[src/rtl/ccff_chain_programmer.sv]
// Serializes bitstream words onto a configuration-flop chain and optionally
// replays the stream to compare the chain tail against what was loaded.
//
// state    | meaning
// ---------+----------------------------------------------------------------
// S_IDLE   | waiting for start after reset
// S_LOAD   | consuming N_WORDS words, shifting CHAIN_LEN bits into the chain
// S_VERIFY | replaying the stream, comparing ccff_tail with ccff_head
// S_DONE   | pass sequence complete; waiting for the next start
module ccff_chain_programmer #(
  parameter int CHAIN_LEN = 6,
  parameter int WORD_W    = 8
) (
  input  logic              prog_clk,
  input  logic              pReset,
  input  logic              start,
  input  logic              verify_en,
  input  logic [WORD_W-1:0] bs_data,
  input  logic              bs_valid,
  output logic              bs_ready,
  output logic              ccff_head,
  output logic              ccff_shift_en,
  input  logic              ccff_tail,
  output logic              busy,
  output logic              done,
  output logic              error
);

  localparam int N_WORDS   = (CHAIN_LEN + WORD_W - 1) / WORD_W;
  localparam int BIT_W     = $clog2(CHAIN_LEN + 1);
  localparam int WC_W      = $clog2(N_WORDS + 1);
  localparam int VB_W      = $clog2(WORD_W + 1);
  localparam int LAST_BITS = CHAIN_LEN - (N_WORDS - 1) * WORD_W;

  localparam logic [VB_W-1:0]  FULL_CNT     = VB_W'(WORD_W);
  localparam logic [VB_W-1:0]  LAST_CNT     = VB_W'(LAST_BITS);
  localparam logic [VB_W-1:0]  ONE_BIT      = VB_W'(1);
  localparam logic [BIT_W-1:0] LAST_BIT_IDX = BIT_W'(CHAIN_LEN - 1);
  localparam logic [WC_W-1:0]  WORDS        = WC_W'(N_WORDS);
  localparam logic [WC_W-1:0]  LAST_WORD    = WC_W'(N_WORDS - 1);

  typedef enum logic [1:0] {
    S_IDLE   = 2'd0,
    S_LOAD   = 2'd1,
    S_VERIFY = 2'd2,
    S_DONE   = 2'd3
  } state_t;

  state_t             state_q,    state_d;
  logic [WORD_W-1:0]  sreg_q,     sreg_d;
  logic [VB_W-1:0]    vbits_q,    vbits_d;
  logic [BIT_W-1:0]   bit_cnt_q,  bit_cnt_d;
  logic [WC_W-1:0]    word_cnt_q, word_cnt_d;
  logic               verify_q,   verify_d;
  logic               error_q,    error_d;

  logic active;
  logic shift;
  logic ready;
  logic accept;

  always_ff @(posedge prog_clk) begin
    if (pReset) begin
      state_q    <= S_IDLE;
      sreg_q     <= '0;
      vbits_q    <= '0;
      bit_cnt_q  <= '0;
      word_cnt_q <= '0;
      verify_q   <= 1'b0;
      error_q    <= 1'b0;
    end else begin
      state_q    <= state_d;
      sreg_q     <= sreg_d;
      vbits_q    <= vbits_d;
      bit_cnt_q  <= bit_cnt_d;
      word_cnt_q <= word_cnt_d;
      verify_q   <= verify_d;
      error_q    <= error_d;
    end
  end

  always_comb begin
    state_d    = state_q;
    sreg_d     = sreg_q;
    vbits_d    = vbits_q;
    bit_cnt_d  = bit_cnt_q;
    word_cnt_d = word_cnt_q;
    verify_d   = verify_q;
    error_d    = error_q;

    active = (state_q == S_LOAD) || (state_q == S_VERIFY);
    shift  = active && (vbits_q != '0);
    // Refill while the final held bit is still shifting so words stream with no bubble.
    ready  = active && (word_cnt_q < WORDS) &&
             ((vbits_q == '0) || ((vbits_q == ONE_BIT) && shift));
    accept = bs_valid && ready;

    unique case (state_q)
      S_IDLE, S_DONE: begin
        if (start) begin
          state_d    = S_LOAD;
          sreg_d     = '0;
          vbits_d    = '0;
          bit_cnt_d  = '0;
          word_cnt_d = '0;
          verify_d   = verify_en;
          error_d    = 1'b0;
        end
      end
      S_LOAD, S_VERIFY: begin
        if (shift) begin
          sreg_d    = sreg_q >> 1;
          vbits_d   = vbits_q - ONE_BIT;
          bit_cnt_d = bit_cnt_q + BIT_W'(1);
          if ((state_q == S_VERIFY) && (ccff_tail != sreg_q[0])) begin
            error_d = 1'b1;
          end
        end
        if (accept) begin
          sreg_d     = bs_data;
          vbits_d    = (word_cnt_q == LAST_WORD) ? LAST_CNT : FULL_CNT;
          word_cnt_d = word_cnt_q + WC_W'(1);
        end
        // Final shift of the pass; clearing sreg drops the unused top bits of the last word.
        if (shift && (bit_cnt_q == LAST_BIT_IDX)) begin
          state_d    = ((state_q == S_LOAD) && verify_q) ? S_VERIFY : S_DONE;
          sreg_d     = '0;
          vbits_d    = '0;
          bit_cnt_d  = '0;
          word_cnt_d = '0;
        end
      end
      default: state_d = S_IDLE;
    endcase
  end

  assign bs_ready      = ready;
  assign ccff_head     = sreg_q[0];
  assign ccff_shift_en = shift;
  assign busy          = active;
  assign done          = (state_q == S_DONE);
  assign error         = error_q;

endmodule

[config.mk]
export PLATFORM = sky130hd
export DESIGN_NAME = ccff_chain_programmer
export DESIGN_NICKNAME = d
export VERILOG_FILES = /design/src/rtl/ccff_chain_programmer.sv
export SDC_FILE = /design/constraint.sdc
export NUM_CORES = 1
export LEC_CHECK = 0
export BUFFER_PORTS_ARGS = -buffer_cell sky130_fd_sc_hd__buf_2
export CORE_ASPECT_RATIO = 2
export CORE_MARGIN = 4
export CORE_UTILIZATION = 30
export CTS_CLUSTER_SIZE = 30
export DETAILED_ROUTE_END_ITERATION = 16
export GPL_TIMING_DRIVEN = 1
export PLACE_DENSITY = 0.48
export SYNTH_ARGS = -nofsm -noshare
export SYNTH_HDL_FRONTEND = slang
export SYNTH_SLANG_ARGS = --single-unit
[constraint.sdc]
create_clock -name prog_clk -period 2.7 [get_ports prog_clk]
set_clock_uncertainty 0.2 [all_clocks]
set_input_delay 0.135 -clock prog_clk [delete_from_list [all_inputs] [get_ports prog_clk]]
set_output_delay 0.135 -clock prog_clk [all_outputs]
set_load 0.01 [all_outputs]
Yosys cells after proc, flatten, opt, wreduce, memory -nomap -nowiden
Index checks and enable logic that the tools add are counted.
Storage, ports and cells
  bits in read-only memories: 0
  latch bits: 0
  output and inout port bits: 6
  memories kept: 0
  logic and storage cells: 71
  RAM bits: 0
  flip-flop bits (word level): 20
  input bits: 14
Operators by class
  reduce and logical (&&, ||, !) cells: 21
  mux-type cells: 26
  add/subtract/negate cells: 3
  bitwise gates (word level): 0
  multipliers: 0
  eq/ne operators: 13
  divide/modulo/power cells: 0
  shift-type cells: 0
  $lt $le $gt $ge: 1
Operators by type and width (number)
  $mux 8: 4
  $mux 4: 5
  $pmux 8 s2: 1
  $reduce_and 2->1: 5
  $mux 3: 3
  $logic_and 1x1->1: 8
  $ne 2x2->1 const B: 4
  $pmux 4 s2: 1
  $mux 1: 6
  $ne 3x3->1 const B: 2
  $pmux 3 s2: 1
  $eq 2x2->1 const B: 2
  $eq 4x1->1 const B: 1
  $logic_not 4->1: 1
  $mux 2: 2
  $ne 4x4->1 const B: 1
  $pmux 1 s2: 2
  $pmux 2 s2: 1
  $reduce_bool 4->1: 1
  $reduce_or 2->1: 2
  $sub 4x1->4 const B: 1
  $add 3x1->3 const B: 1
  $eq 3x3->1 const B: 1
  $reduce_and 3->1: 1
  6 further kinds: 7

Depth between registers and ports, before layout
  word-level depth: 10
  gate-level depth with buffers: 8
  mapped depth without buffers: 6

Least setup slack after synthesis
OpenSTA, ideal clock, no wires.
  path type: register to register
  start: register state_q[0]
  end: register vbits_q[2]
  setup time: 0.117 ns
  clock period less this slack: 2.292 ns
  required time: 2.383 ns
  setup slack: 0.408 ns
  arrival: 1.975 ns
  path buffers: 1
  cell stages (with the launch flop): 8
  path through: dfxtp_1 inv_1 ha_1 or4_4 or2_0 buf_2 a22o_1 a32o_1
Between the ends
  cells in the longest elaborated chain, start to end: 10
  elaborated cells between the ends (all ways): 20
  those cells by class: eq/ne (5); mux (3); reduce/logical (12)
RTL lines
  start: declaration: RTL line 49  | state_t state_q, state_d;
  start signal: assignment: RTL line 72  | state_q <= state_d;
  $eq 2x1->1 / $eq 2x2->1 (equally long branches): RTL line 91, 98
  $logic_or 1x1->1: RTL line 91  | active = (state_q == S_LOAD) || (state_q == S_VERIFY);
  $logic_and 1x1->1: RTL line 92  | shift = active && (vbits_q != '0);
  $logic_and 1x1->1: RTL line 95  | ((vbits_q == '0) || ((vbits_q == ONE_BIT) && shift));
  $logic_or 1x1->1: RTL line 95
  $logic_and 1x1->1: RTL line 94  | ready = active && (word_cnt_q < WORDS) &&
  $logic_and 1x1->1: RTL line 96  | accept = bs_valid && ready;
  $mux 4: RTL line 119  | if (accept) begin
  $mux 4: RTL line 125  | if (shift && (bit_cnt_q == LAST_BIT_IDX)) begin
  $pmux 4 s2: RTL line 98  | unique case (state_q)
  end signal: assignment: RTL line 74  | vbits_q <= vbits_d;
  end: declaration: RTL line 51  | logic [VB_W-1:0] vbits_q, vbits_d;
Several ways; a longest one is shown, not always the timed one.
A chain may end at the register's enable or synchronous reset.

Worst setup path in the final report
  start: register state_q[0]
  end: register vbits_q[0]
Same word-level chain as after synthesis.

==> impl_metrics.json <==
{
  "num_io_pins": 20,
  "drive_gt1_frac": 0.2013,
  "worstPathArrival_ps": 2380,
  "hp-class": "input pin to flip-flop",
  "relSlewSlack": 0.2949,
  "hold_violations": 0,
  "cap_violations": 0,
  "max-vdd-ir-drop_mv": 0.2938,
  "areaGrowthSynthToFinish_pct": 28.50,
  "tns_ps": 0,
  "synthArstFlopShare": 0,
  "fillCellCount": 366,
  "synth_area_um2": 1071,
  "grt_pass1_vias": 1040,
  "utilization": 0.4029,
  "initial_utilization": 0.3136,
  "placed_cell_area_um2": 1221,
  "avgRoutedWirePerCell_um": 12.71,
  "clock_path_buffers": 2,
  "syn_avg_cell_area_um2": 8.303,
  "p_per_area_nw_per_um2": 506.3,
  "synth.distinct_cells": 35,
  "rsz0062_at_grt": "no",
  "ys_warn_count": 0,
  "fin_area_um2": 1376,
  "finalCritPeriodShare": 0.8840,
  "port-buffer-count": 19,
  "p_seq_frac": 0.456,
  "num_rows": 30,
  "syn_nets": 151,
  "setup_viol": 0,
  "status": "finished clean",
  "gp_congestion": 0.7901,
  "drcViolationCount": 0,
  "place_hpwl_um": 2004,
  "p_switching_mw": 0.1960,
  "final_cells": 207,
  "grt_pass1_wl_um": 4526,
  "ctsResizeCount": 0,
  "dr_total_vias": 1033,
  "cts_max_level": 1,
  "syn_inst": 129,
  "post-place-ws_ps": 339.2,
  "intPower_mw": 0.5008,
  "placed_cells": 193,
  "path_clk_slew_ps": 80,
  "critPathMaxStageDelay_ps": 860,
  "worst_path_most_repeated_cell": "nor3_1",
  "synthFlopType": "dfxtp_1",
  "fin_crit_ps": 2387,
  "cp_cell_sequence": "inv_1 -> ha_1 -> buf_4 -> nor3_1 -> mux2i_1 -> nor3_1",
  "cts_buffers": 3,
  "tightestPinTransition_ps": 1050,
  "drtPass1Iterations": 4,
  "cts_setup_buffers": 0,
  "grt_max_degree": 15,
  "cts.sinks": 20,
  "critPathCaptureType": "flip-flop",
  "wl_um": 2630,
  "crit_fanout": 14,
  "p_leak_nw": 0.5759,
  "cts_tree": "yes",
  "p_sw_frac": 0.2813,
  "diodes": 0,
  "ys_ff_latch": 20,
  "design.die.area_um2": 4648,
  "dieWidth_um": 50.25,
  "cts_hold_buf": 10,
  "cp_slowest_cell": "nor3_1",
  "setup_slack_ps": 313.1,
  "grt_usage": 0.1250,
  "clk_latency_ps": 260,
  "cts-root-buf": "clkbuf_8",
  "globalRouteOverflowTotal": 0,
  "p_comb_frac": 0.217,
  "synth_edf_count": 0,
  "critPathKind": "flip-flop to flip-flop",
  "worstSetupStartpointType": "flip-flop",
  "nets": 182,
  "postRouteAntennaNets": 0,
  "dieHeight_um": 92.50,
  "antenna_found_initial": 0,
  "fmax_ghz": 0.4190,
  "clkPwrFrac": 0.327,
  "coreArea_um2": 3416,
  "slew_violations": 0,
  "first_iter_violations": 18,
  "seq_area_frac_synth": 0.3738,
  "required_ps": 2690,
  "via_per_inst": 4.990
}
-- final cells by class --
type                            count  area, um2  area share
Multi-Input combinational cell     95      609.3      0.4427
Tap cell                           48      60.06     0.04364
Clock buffer                        4      55.05     0.04000
Inverter                            7      26.28     0.01909
Timing Repair Buffer               33      225.2      0.1636
Sequential cell                    20      400.4      0.2909
-- cells in the final DEF (no fill, tap or decap), types with 2 or more instances in the layout --
cell           Yosys  routed
inv_1              7       7
buf_2              1      19
clkbuf_8           0       4
a21oi_1            4       4
nand2b_1           2       2
dfxtp_1           20      20
ha_1               8       8
dlygate4sd3_1      0      10
nor2_1            10      10
nand3_1           31      31
o21ai_0            4       4
xor2_1             2       2
nand2_1            4       4
a32o_1             2       2
nor3_1             6       6
nor4_1             2       2
o211ai_1           2       2
buf_4              0       4
-- synthesized netlist by cell type, drive strengths merged (2+ instances only) --
library cell  count  area, um2
dfxtp            20      400.4
buf               2      16.26
clkbuf            5      18.77
nand2             4      15.01
nor2             10      37.54
nor4              2      12.51
a211oi            2      20.02
nand3            31      155.2
ha                8      100.1
a21oi             4      20.02
nand2b            2      12.51
inv               7      26.28
o21ai             5      28.78
a32o              2      20.02
nor3              6      30.03
o211ai            2      15.01
xor2              2      17.52
-- stage by stage --
step | hold WS, ps | total power, mW
2_1_floorplan | 35.57 | 0.4231
3_3_place_gp | 155.0 | 0.4643
3_5_place_dp | 158.5 | 0.4656
4_1_cts | 15.69 | 0.7060
5_1_grt | 30.38 | 0.7389
6_report | 19.24 | 0.6969
-- cells by family after synthesis --
logic type	synth area share
and+or+nand+nor	0.2886
buffers and inverters	0.05724
adders and majority gates	0.09346
AOI/OAI and AO/OA	0.1425
muxes	0.01986
DFF	0.3738
xor gates and xnor gates	0.02454
-- metal layers --
layer  wire length (um)  up-vias  GRT usage
li1                   -      522          -
met4                 76        0    0.07390
met1               1052      483     0.1351
met3                115        7    0.02576
met2               1386       21     0.2162
met5                  0        -          0
-- critical path, delay by kind of cell (launching register included) --
family        cells  cell delay [ps]
fa+ha+maj         1              310
simple gates      2             1020
flops             1              380
buf+inv           2              250
mux               1              160
-- worst paths after layout --
| check | start | endpoint | slack (ps) | cells past startpoint |
|---|---|---|---|---|
| worst max-delay path | state_q[0] | vbits_q[0] | 310 | 6 |
| worst min-delay path | start | verify_q | 20 | 4 |
| worst max register to register | state_q[0] | vbits_q[0] | 310 | 6 |
| worst min register to register | verify_q | verify_q | 270 | 2 |
-- registers in the layout (all words and copies together) (netlist names) --
register    flops
bit_cnt_q       3
error           1
sreg_q          8
state_q         2
vbits_q         4
verify_q        1
word_cnt_q      1
-- power groups by stage --
stage                     Combinational [mW]  Clock (mW)  Sequential, mW
final                                  0.151       0.228           0.318
after global routing                   0.172       0.247           0.320
after global placement                 0.140           0           0.324
after CTS                              0.153       0.236           0.318
after detailed placement               0.141           0           0.325
after floorplan                        0.101           0           0.322
Power figures use the tool's default switching activity.
